===== src/rtl/keypad_scanner.sv =====
// Matrix keypad scanner: one active-low column driven per dwell, frame-level ghost
// rejection and debounce. Auto-repeat is built only when KEYPAD_TYPEMATIC_EN is defined.
module keypad_scanner #(
  parameter int  ROWS         = 4,
  parameter int  COLS         = 4,
  parameter int  SCAN_DIV     = 1000,
  parameter int  DEBOUNCE     = 3,
  parameter int  REPEAT_DELAY = 30,
  parameter int  REPEAT_RATE  = 8,
  localparam int CW           = $clog2(ROWS*COLS)
) (
  input  logic            clk,
  input  logic            rst,
  input  logic [ROWS-1:0] rows,
  output logic [COLS-1:0] cols,
  output logic [CW-1:0]   key_code,
  output logic            key_valid,
  output logic            key_held
);

  localparam int DIV_W = $clog2(SCAN_DIV);
  localparam int COL_W = $clog2(COLS);
  localparam int ROW_W = $clog2(ROWS);
  localparam int DB_W  = $clog2(DEBOUNCE + 1);

  localparam logic [DIV_W-1:0] DIV_LAST = DIV_W'(SCAN_DIV - 1);
  localparam logic [COL_W-1:0] COL_LAST = COL_W'(COLS - 1);
  localparam logic [DB_W-1:0]  DB_MAX   = DB_W'(DEBOUNCE);
  localparam logic [COLS-1:0]  COLS_RST = ~(COLS'(1));

  typedef enum logic       {ST_SCAN, ST_EVAL}         state_e;
  typedef enum logic [1:0] {FR_NONE, FR_KEY, FR_INV} frame_e;

  state_e           state_q, state_d;
  logic [DIV_W-1:0] div_q, div_d;
  logic [COL_W-1:0] col_q, col_d;
  logic [COLS-1:0]  cols_q, cols_d;
  logic             acc_hit_q, acc_hit_d;
  logic             acc_bad_q, acc_bad_d;
  logic [CW-1:0]    acc_code_q, acc_code_d;
  frame_e           fr_kind_q, fr_kind_d;
  logic [CW-1:0]    fr_code_q, fr_code_d;
  logic             prev_key_q, prev_key_d;
  logic [CW-1:0]    prev_code_q, prev_code_d;
  logic [DB_W-1:0]  stab_q, stab_d;
  logic [CW-1:0]    code_q, code_d;
  logic             valid_q, valid_d;
  logic             held_q, held_d;

`ifdef KEYPAD_TYPEMATIC_EN
  localparam int REP_MAX = (REPEAT_DELAY > REPEAT_RATE) ? REPEAT_DELAY : REPEAT_RATE;
  localparam int REP_W   = $clog2(REP_MAX + 1);
  localparam logic [REP_W-1:0] REP_FIRST = REP_W'(REPEAT_DELAY);
  localparam logic [REP_W-1:0] REP_NEXT  = REP_W'(REPEAT_RATE);

  logic [REP_W-1:0] rep_cnt_q, rep_cnt_d;
  logic             rep_first_q, rep_first_d;
`endif

  logic             row_any, row_multi;
  logic [ROW_W-1:0] row_sel;
  logic [CW-1:0]    sample_code;
  logic             col_hit, smp_hit, smp_bad;
  logic [CW-1:0]    smp_code;
  logic             is_key, same_frame, same_held;

  // Classify the rows seen on the driven column: none, one, or several low.
  always_comb begin
    row_any   = 1'b0;
    row_multi = 1'b0;
    row_sel   = '0;
    for (int r = 0; r < ROWS; r++) begin
      if (!rows[r]) begin
        if (row_any) row_multi = 1'b1;
        row_any = 1'b1;
        row_sel = ROW_W'(r);
      end
    end
  end

  assign sample_code = CW'(row_sel) * CW'(COLS) + CW'(col_q);
  assign col_hit     = row_any & ~row_multi;
  assign smp_hit     = acc_hit_q | col_hit;
  assign smp_bad     = acc_bad_q | row_multi | (col_hit & acc_hit_q);
  assign smp_code    = (col_hit && !acc_hit_q) ? sample_code : acc_code_q;

  always_comb begin
    state_d     = ST_SCAN;
    div_d       = div_q + DIV_W'(1);
    col_d       = col_q;
    cols_d      = cols_q;
    acc_hit_d   = acc_hit_q;
    acc_bad_d   = acc_bad_q;
    acc_code_d  = acc_code_q;
    fr_kind_d   = fr_kind_q;
    fr_code_d   = fr_code_q;
    prev_key_d  = prev_key_q;
    prev_code_d = prev_code_q;
    stab_d      = stab_q;
    code_d      = code_q;
    valid_d     = 1'b0;
    held_d      = held_q;
    is_key      = (fr_kind_q == FR_KEY);
    same_frame  = (is_key == prev_key_q) && (!is_key || (fr_code_q == prev_code_q));
    same_held   = held_q && is_key && (code_q == fr_code_q);
`ifdef KEYPAD_TYPEMATIC_EN
    rep_cnt_d   = rep_cnt_q;
    rep_first_d = rep_first_q;
`endif

    // End of dwell: fold this column into the frame and move the drive on.
    if (div_q == DIV_LAST) begin
      div_d = '0;
      if (col_q == COL_LAST) begin
        col_d      = '0;
        fr_kind_d  = smp_bad ? FR_INV : (smp_hit ? FR_KEY : FR_NONE);
        fr_code_d  = smp_code;
        acc_hit_d  = 1'b0;
        acc_bad_d  = 1'b0;
        acc_code_d = '0;
        state_d    = ST_EVAL;
      end else begin
        col_d      = col_q + COL_W'(1);
        acc_hit_d  = smp_hit;
        acc_bad_d  = smp_bad;
        acc_code_d = smp_code;
      end
      cols_d = ~(COLS'(1) << col_d);
    end

    // Invalid frames leave debounce history and the repeat timer untouched.
    if (state_q == ST_EVAL && fr_kind_q != FR_INV) begin
      if (!same_frame)           stab_d = DB_W'(1);
      else if (stab_q != DB_MAX) stab_d = stab_q + DB_W'(1);
      prev_key_d  = is_key;
      prev_code_d = fr_code_q;

      if (stab_d == DB_MAX && !same_held) begin
        if (is_key) begin
          code_d  = fr_code_q;
          held_d  = 1'b1;
          valid_d = 1'b1;
        end else begin
          held_d  = 1'b0;
        end
      end

`ifdef KEYPAD_TYPEMATIC_EN
      if (stab_d == DB_MAX && same_held) begin
        rep_cnt_d = rep_cnt_q + REP_W'(1);
        if (rep_cnt_d == (rep_first_q ? REP_FIRST : REP_NEXT)) begin
          valid_d     = 1'b1;
          rep_cnt_d   = '0;
          rep_first_d = 1'b0;
        end
      end else begin
        rep_cnt_d   = '0;
        rep_first_d = 1'b1;
      end
`endif
    end
  end

  always_ff @(posedge clk) begin
    if (rst) begin
      state_q    <= ST_SCAN;
      div_q      <= '0;
      col_q      <= '0;
      cols_q     <= COLS_RST;
      acc_hit_q  <= 1'b0;
      acc_bad_q  <= 1'b0;
      fr_kind_q  <= FR_NONE;
      prev_key_q <= 1'b0;
      stab_q     <= '0;
      code_q     <= '0;
      valid_q    <= 1'b0;
      held_q     <= 1'b0;
`ifdef KEYPAD_TYPEMATIC_EN
      rep_cnt_q   <= '0;
      rep_first_q <= 1'b1;
`endif
    end else begin
      state_q    <= state_d;
      div_q      <= div_d;
      col_q      <= col_d;
      cols_q     <= cols_d;
      acc_hit_q  <= acc_hit_d;
      acc_bad_q  <= acc_bad_d;
      fr_kind_q  <= fr_kind_d;
      prev_key_q <= prev_key_d;
      stab_q     <= stab_d;
      code_q     <= code_d;
      valid_q    <= valid_d;
      held_q     <= held_d;
`ifdef KEYPAD_TYPEMATIC_EN
      rep_cnt_q   <= rep_cnt_d;
      rep_first_q <= rep_first_d;
`endif
    end
  end

  // Codes are only consulted when their hit/key flag is set, so they skip reset.
  always_ff @(posedge clk) begin
    acc_code_q  <= acc_code_d;
    fr_code_q   <= fr_code_d;
    prev_code_q <= prev_code_d;
  end

  assign cols      = cols_q;
  assign key_code  = code_q;
  assign key_valid = valid_q;
  assign key_held  = held_q;

endmodule

===== config.mk =====
export PLATFORM = sky130hd
export DESIGN_NAME = keypad_scanner
export DESIGN_NICKNAME = d
export VERILOG_FILES = /design/src/rtl/keypad_scanner.sv
export SDC_FILE = /design/constraint.sdc
export NUM_CORES = 1
export LEC_CHECK = 0
export ABC_AREA = 1
export ABC_CLOCK_PERIOD_IN_PS = 2610
export BUFFER_PORTS_ARGS = -buffer_cell sky130_fd_sc_hd__buf_2
export CORE_ASPECT_RATIO = 0.5
export CORE_MARGIN = 1
export CORE_UTILIZATION = 27
export DETAILED_ROUTE_END_ITERATION = 12
export PLACE_DENSITY = 0.44
export SKIP_CTS_REPAIR_TIMING = 1
export SLEW_MARGIN = 20
export SYNTH_ARGS = -nofsm -noshare
export SYNTH_HDL_FRONTEND = slang
export SYNTH_SLANG_ARGS = --single-unit

===== constraint.sdc =====
create_clock -name clk -period 2.61 [get_ports clk]
set_clock_uncertainty 0.05 [all_clocks]
set_input_delay 0.3915 -clock clk [delete_from_list [all_inputs] [get_ports clk]]
set_output_delay 0.3915 -clock clk [all_outputs]
set_load 0.03 [all_outputs]

==> results of run 1 <==
[cells by family after synthesis]
logic type,after synthesis,share of synthesized area
AO/OA/AOI/OAI,32,0.0837
adder cells (fa/ha/maj),6,0.0375
XOR/XNOR,3,0.0131
buffers and inverters,47,0.0918
AND/OR/NAND/NOR,124,0.295
flip-flops,42,0.479
[routing by layer]
layer / track usage / wire, microns
met1: 0.139 / 1960
met2: 0.188 / 1740
met3: 0.0328 / 96
met4: 0.0497 / 68
met5: 0 / 0
[report_power, final]
group,internal (W),switching (W),total (W)
logic,0.0000150,0.0000325,0.0000475
clock network,0.000379,0.000244,0.000623
registers,0.000673,0.00000403,0.000678
[worst max path at each step]
| stage | from | end | slack (ps) |
|---|---|---|---|
| 2_1_floorplan | div_q[0] | fr_code_q[0] | 1000 |
| 3_3_place_gp | div_q[0] | fr_code_q[3] | 860 |
| 3_5_place_dp | div_q[0] | fr_code_q[3] | 790 |
| 4_1_cts | div_q[0] | fr_code_q[3] | 790 |
| 5_1_grt | div_q[0] | fr_kind_q[0] | 600 |
| 6_report | div_q[0] | fr_code_q[1] | 790 |
[layout make-up]
type                       instances  area, sq um  share of cell area
inverter                          46          173              0.0741
multi-input combinational        165          860               0.369
tap                               92          115              0.0494
clock inverter                     1         5.00             0.00215
timing repair buffer              15         75.1              0.0322
sequential                        42          961               0.412
clock buffer                       7          143              0.0612
[sequential cells by signal, summed over array words and instances (netlist names)]
name / flops
acc_bad_q: 1
acc_code_q: 4
acc_hit_q: 1
col_q: 2
cols: 4
div_q: 10
fr_code_q: 4
fr_kind_q: 2
key_code: 4
key_held: 1
key_valid: 1
prev_code_q: 4
prev_key_q: 1
stab_q: 2
state_q: 1
[worst register-to-register path: cells and delay by family, from the launching register on]
kind	cells	cell delay, ps
buffers and inverters	1	140
flip-flops	1	370
AND/OR/NAND/NOR	3	710
adder cells (fa/ha/maj)	1	270
[stage by stage]
step	area, sq um	hold slack [ps]	cells	worst slack (ps)	total power [W]
after CTS	2330	357	368	790	0.00137
after global routing	2330	395	368	601	0.00141
final	2330	356	368	785	0.00135
after floorplan	2000	379	254	1000	0.000724
after global placement	2180	390	360	856	0.000738
after detailed placement	2180	397	360	792	0.000740
[layout by cell type, fill, tap and decap left out]
cell type | Yosys | layout
dfxtp_1 | 30 | 30
xnor2_1 | 2 | 2
nor2_1 | 32 | 32
clkbuf_1 | 0 | 1
nor3_4 | 1 | 1
o31ai_1 | 1 | 1
nand3_4 | 1 | 1
a21oi_1 | 15 | 15
nand4_2 | 1 | 1
clkbuf_16 | 0 | 5
nand2_2 | 4 | 4
nor2_2 | 2 | 2
clkinv_2 | 0 | 1
o21ai_0 | 11 | 11
nor2_4 | 3 | 3
edfxtp_1 | 12 | 12
o21bai_1 | 1 | 1
xor2_1 | 1 | 1
nor3_1 | 2 | 2
nor3_2 | 3 | 3
o22ai_1 | 1 | 1
inv_1 | 42 | 42
nand2_1 | 58 | 58
clkbuf_8 | 0 | 1
ha_1 | 6 | 6
inv_2 | 4 | 4
o21ai_1 | 2 | 2
a31oi_1 | 1 | 1
buf_2 | 0 | 15
nand3_1 | 9 | 9
nand4_1 | 7 | 7
or2_0 | 1 | 1
==> metrics.md, run 1 <==
| Metric | Value |
|---|---|
| Initial antenna violation count | 0 |
| Max-Cap Viols | 0 |
| Leak | 0.967 nW |
| Root Buffer | clkbuf_16 |
| Yosys warning count | 0 |
| Pin count of the biggest net entering global routing | 14 |
| Buf/Inv on CP | 1 |
| Vias in the first global route | 1,510 |
| Chip width | 124 microns |
| CTS tree | yes |
| Boundary pin count | 16 |
| First-pass GRT wire length | 6820 microns |
| Startpoint types | flop |
| Syn Inst Count | 254 |
| Post-synth top area share | 0.300 |
| Initial Util | 0.289 |
| Run status | complete, no violations |
| Syn nets | 266 |
| Hold EP | prev_key_q |
| Fmax | 548 MHz |
| Cell with the most instances after synthesis | nand2_1 |
| All-Layer GR Usage | 0.115 |
| Clock slew seen by the registers of the worst setup and hold paths | 60 ps |
| Layout cells sized above 1 | 0.149 |
| Final Cycle Share | 0.699 |
| Crit path max fanout | 5 |
| VDD IR-drop max | 0.225 mV |
| Post-DRT Antenna Nets | 0 |
| Critical path's slowest cell | nor3_2 |
| Core area | 6940 sq um |
| Arr. time, crit path | 1760 ps |
| Routed len/inst | 10.5 microns |
| IO Port Bufs | 15 |
| Top cells by area, synth | dfxtp_1 (30%), edfxtp_1 (18%), nand2_1 (11%) |
| Hold_sp | rst |
| Iteration-0 DRC Markers | 48 |
| Drt total wl | 3870 microns |
| RSZ-0062 raised after global routing | false |
| Total vias in the final route | 1,569 |
| Die boundary height | 62.9 microns |
| Die footprint | 7790 sq um |
| Top cell types by occurrence after synthesis | nand2_1 (58), inv_1 (42), nor2_1 (32), dfxtp_1 (30), a21oi_1 (15) |
| Diode count | 0 |
| Filler cells | 738 |
| Crit path required time | 2550 ps |
| Setup TNS | 0 ps |
| Pre-antenna DRT Iters | 4 |
| #FFs+latches synth | 42 |
| Worst-Skew Late Latency | 280 ps |
| Mapped Area | 2000 sq um |
| Syn avg cell area | 7.89 sq um |
| Worst-Margin Slew | 671 ps |
| Final min period | 1820 ps |
| Worst R2R Path Depth | 5 |
| Clock sinks | 42 |
| Pwr per Cell Area | 578 nW/um^2 |
| Hold Crit Class | in2reg |
| Final hold viol count | 0 |
| CTS Buf Count | 5 |
| Crit Path Category | reg2reg |
| Critical Path Stages | 5 |
| Worst r2r dst | fr_code_q[1] |
| # DRC | 0 |
| CTS Buffer Depth | 2 |
| Detailed Place HPWL | 2910 microns |
| Critical Path End Type | flop |
| Fraction of registers with async set/reset | 0 |
| Largest area contributor in the netlist | dfxtp_1 |
| Synthesis-to-finish area growth | 16.3% |
| Top_reg_cell synth | dfxtp_1 |
| R2R setup slack | 790 ps |
| Total grt overflow | 0 |
| Placer Congestion | 0.737 |
| Net count, final | 287 |
| Max-slew violations | 0 |
| # H-tree levels | 2 |
| Hold Path Stages | 2 |
| Max_slew headroom | 0.553 |
| Final core occ | 0.336 |
| Row Count | 21 |
| Yosys cell types | 28 |
| Vias per cell | 4.26 |
| Sequential share of the synthesized area | 0.479 |
| CP delay by family, top | simple AND/OR/NAND/NOR gates |
| Post-synth EDFFs | 12 |
| # setup viols final | 0 |
| RR Startpoint | div_q[0] |
| Cells along the critical path | ha_1, nand2_1, nor3_2, inv_1, nor2_4 |
| Max incr delay on CP | 420 ps |
Power figures use the tool's default switching activity.
==> inputs of run 2 (changes only) <==
- ABC_AREA: 1 -> 0
- ABC_CLOCK_PERIOD_IN_PS: 2610 -> 1650
- PLACE_DENSITY: 0.44 -> 0.46
- clock period: 2.61 -> 1.65 ns (I/O delays scaled with it)
==> run 2 against run 1 <==
  * Critical path depth up 2
  * Setup slack worse by 700 ps
  * Count of clock-buffer cells in the layout down 1
  * Combinational power up 95%
  * Clock power up 48%
  * Final area up 6.5%
  * Worst hold slack worse by 120 ps
  * Flip-flop and latch count unchanged
  * Synthesized cell count down 23%
  * Highest routed layer unchanged
==> metrics.md, run 2 <==
| Metric | Value |
|---|---|
| Run status | complete, no violations (unchanged) |
| Critical Path Stages | 7 (was 5) |
| Sequential share of the synthesized area | 0.497 (was 0.479) |
| Top_reg_cell synth | dfxtp_1 (unchanged) |
| Main combinational cell family by area after synthesis | simple AND/OR/NAND/NOR gates (unchanged) |
| RSZ-0062 raised after global routing | true (was false) |
| Mapped Area | 1930 sq um (was 2000 sq um) |
| Simple-gate portion of the synthesized area | 0.177 (was 0.295) |
| Final Cycle Share | 0.947 (was 0.699) |
| Clock power share | 0.443 (was 0.462) |
| Largest area contributor in the netlist | dfxtp_1 (unchanged) |
| Detailed Place HPWL | 2830 microns (was 2910 microns) |
| Boundary pin count | 16 (unchanged) |
| Final core occ | 0.365 (was 0.336) |
| Iteration-0 DRC Markers | 71 (was 48) |
| Fmax | 640 MHz (was 548 MHz) |
| Hold EP | prev_key_q (unchanged) |
| Initial Util | 0.284 (was 0.289) |
| CTS tree | yes (unchanged) |
| Cell-internal power | 0.00166 W (was 0.00107 W) |
| Total grt overflow | 0 (unchanged) |
| CTS Buffer Depth | 2 (unchanged) |
| Drt total wl | 3950 microns (was 3870 microns) |
| Post-DRT Antenna Nets | 0 (unchanged) |
| Most frequent cells in the layout | dfxtp_1 (30), buf_4 (30), nor2_1 (23), buf_2 (15), a21oi_1 (13) (was nand2_1 (58), inv_1 (42), nor2_1 (32), dfxtp_1 (30)) |
| Routed len/inst | 11.9 microns (was 10.5 microns) |
| Worst R2R Path Depth | 7 (was 5) |
| Syn avg cell area | 9.87 sq um (was 7.89 sq um) |
| Max_slew headroom | 0.715 (was 0.553) |
| Pin count of the biggest net entering global routing | 15 (was 14) |
| Most used cell along the critical path | buf_4 |
| Max incr delay on CP | 430 ps (was 420 ps) |
| Flop pwr share | 0.512 (was 0.503) |
| Post-Synth XOR/XNOR Area | 0.0815 (was 0.0131) |
| Total vias in the final route | 1,525 (was 1,569) |
| Critical path's slowest cell | edfxtp_1 (was nor3_2) |
| Startpoint types | flop (unchanged) |
| Max reg flops | 10 (unchanged) |
| Adder-cell share of the synthesized area | 0.0440 (was 0.0375) |
| Row Count | 21 (unchanged) |
| Arr. time, crit path | 1720 ps (was 1760 ps) |
| Diode count | 0 (unchanged) |
| Core area | 6810 sq um (was 6940 sq um) |
| Yosys warning count | 0 (unchanged) |
| Post-synth top area share | 0.310 (was 0.300) |
| All-Layer GR Usage | 0.111 (was 0.115) |
| CP delay by family, top | flip-flops (was simple AND/OR/NAND/NOR gates) |
| First-pass GRT wire length | 6330 microns (was 6820 microns) |
| Worst r2r dst | key_code[2] (was fr_code_q[1]) |
| R2R setup slack | 90 ps (was 790 ps) |
| Pre-antenna DRT Iters | 4 (unchanged) |
| IO Port Bufs | 15 (unchanged) |
| Hold_sp | rst (unchanged) |
| Syn Inst Count | 196 (was 254) |
| # DRC | 0 (unchanged) |
| Initial antenna violation count | 0 (unchanged) |
| CTS Buf Count | 5 (unchanged) |
| Yosys cell types | 40 (was 28) |
| Cell with the most instances after synthesis | dfxtp_1 (was nand2_1) |
| Crit path required time | 1810 ps (was 2550 ps) |
| # setup viols final | 0 (unchanged) |
| Cells along the critical path | buf_4, xnor2_1, nand3_2, o211ai_1, buf_4, o21ai_1, a21oi_1 (was ha_1, nand2_1, nor3_2, inv_1, nor2_4) |
| Pwr per Cell Area | 839 nW/um^2 (was 578 nW/um^2) |
| Net count, final | 250 (was 287) |
| Synthesis-to-finish area growth | 28.3% (was 16.3%) |
| Top cells by area, synth | dfxtp_1 (31%), edfxtp_1 (19%), xnor2_1 (5.0%) (was dfxtp_1 (30%), edfxtp_1 (18%), nand2_1 (11%)) |
| Comb pwr share | 0.044 (was 0.035) |
| Root Buffer | clkbuf_16 (unchanged) |
| # H-tree levels | 2 (unchanged) |
| Vias per cell | 4.61 (was 4.26) |
| Worst-Skew Late Latency | 280 ps (about the same) |
| WHS | 232 ps (was 356 ps) |
| Die footprint | 7530 sq um (was 7790 sq um) |
| Chip width | 122 microns (was 124 microns) |
| Mux cell area share after synthesis | 0.0155 (was 0) |
| Biggest register | div_q (unchanged) |
| Syn nets | 208 (was 266) |
| Top cell types by occurrence after synthesis | dfxtp_1 (30), nor2_1 (23), a21oi_1 (13), edfxtp_1 (12), xnor2_1 (11) (was nand2_1 (58), inv_1 (42), nor2_1 (32), dfxtp_1 (30), a21oi_1 (15)) |
| Final min period | 1560 ps (was 1820 ps) |
| #FFs+latches synth | 42 (unchanged) |
| Compound-Gate Fraction of Synth Area | 0.134 (was 0.0836) |
| Hold Crit Class | in2reg (unchanged) |
| Final instance area | 2480 sq um (was 2330 sq um) |
| Layout cells sized above 1 | 0.285 (was 0.149) |
| Leak | 0.962 nW (was 0.967 nW) |
| Placer Congestion | 0.718 (was 0.737) |
| Die boundary height | 61.9 microns (was 62.9 microns) |
| Fraction of registers with async set/reset | 0 (unchanged) |
| Max-Cap Viols | 0 (unchanged) |
| Clock slew seen by the registers of the worst setup and hold paths | 60 ps (about the same) |
| Worst-Margin Slew | 427 ps (was 671 ps) |
| Hold Path Stages | 2 (unchanged) |
| Max-slew violations | 0 (unchanged) |
| RR Startpoint | fr_code_q[3] (was div_q[0]) |
| Crit Path Category | reg2reg (unchanged) |
| Clock sinks | 42 (unchanged) |
| Post-synth EDFFs | 12 (unchanged) |
| Buf/Inv on CP | 2 (was 1) |
| Critical Path End Type | flop (unchanged) |
| Placed Area | 2250 sq um (was 2180 sq um) |
| Crit path max fanout | 4 (was 5) |
| Vias in the first global route | 1,389 (was 1,510) |
| Final hold viol count | 0 (unchanged) |
| Sw Share | 0.203 (was 0.208) |
| Switching pwr | 0.000423 W (was 0.000280 W) |
| VDD IR-drop max | 0.410 mV (was 0.225 mV) |
## run 2: changes by cell type after synthesis, moves of 4 or more
cell and change:
and2_1 +6, clkbuf_1 +5, inv_1 -32, nand2_1 -48, nand2_2 -4, nand3_1 -4
nor2_1 -9, xnor2_1 +9, xor2_1 +6
## run 2: worst reg2reg max path, stage by stage (launching register included)
cell	delay [ps]
edfxtp_1	430
buf_4	160
xnor2_1	170
nand3_2	130
o211ai_1	200
buf_4	160
o21ai_1	60
a21oi_1	140
## run 2: power groups by stage
stage	clock network [W]	logic [W]	registers, W
2_1_floorplan	0	0.0000697	0.00109
3_3_place_gp	0	0.0000890	0.00109
3_5_place_dp	0	0.0000929	0.00109
4_1_cts	0.000945	0.0000935	0.00107
5_1_grt	0.000994	0.000104	0.00107
6_report	0.000923	0.0000926	0.00107
## run 2: worst max-delay path by stage
stage	startpoint	end	slack, ps
after floorplan	rows[0]	acc_code_q[0]	-40
after global placement	rows[0]	acc_code_q[0]	-120
after detailed placement	rows[0]	acc_code_q[1]	-140
after CTS	fr_code_q[1]	key_code[2]	-20
after global routing	fr_code_q[3]	key_code[3]	-30
final	fr_code_q[3]	key_code[2]	90
## run 2: layout make-up
class / count / area [sq um]
multi-input cells: 133 / 925
fillers: 679 / 4320
flip-flops and latches: 42 / 961
inverters: 11 / 43.8
repair buffers: 45 / 300
clock buffers: 6 / 129
well taps: 92 / 115
clock inverters: 2 / 8.76
## run 2: per-stage QoR
stage                     worst slack [ps]  std cells  setup TNS, ps  total power (W)
after floorplan                      -35.2        196          -70.4          0.00116
after global placement                -119        317           -234          0.00118
after detailed placement              -142        317           -317          0.00118
after CTS                            -20.4        325          -64.2          0.00211
after global routing                 -30.3        331          -71.9          0.00217
final                                 87.6        331              0          0.00208
## run 2: cell families after synthesis
kind of cell	Yosys count
multiplexers	2
adder cells (fa/ha/maj)	7
flip-flops	42
buffers and inverters	21
AND/OR/NAND/NOR	67
AO/OA/AOI/OAI	39
XOR/XNOR	18
## run 2: metal layers
layer	GRT usage	routed length, microns	vias to the layer above
met5	0	0	-
met4	0.0547	66	0
li1	-	-	774
met2	0.182	1840	21
met3	0.0292	146	6
met1	0.141	1900	724
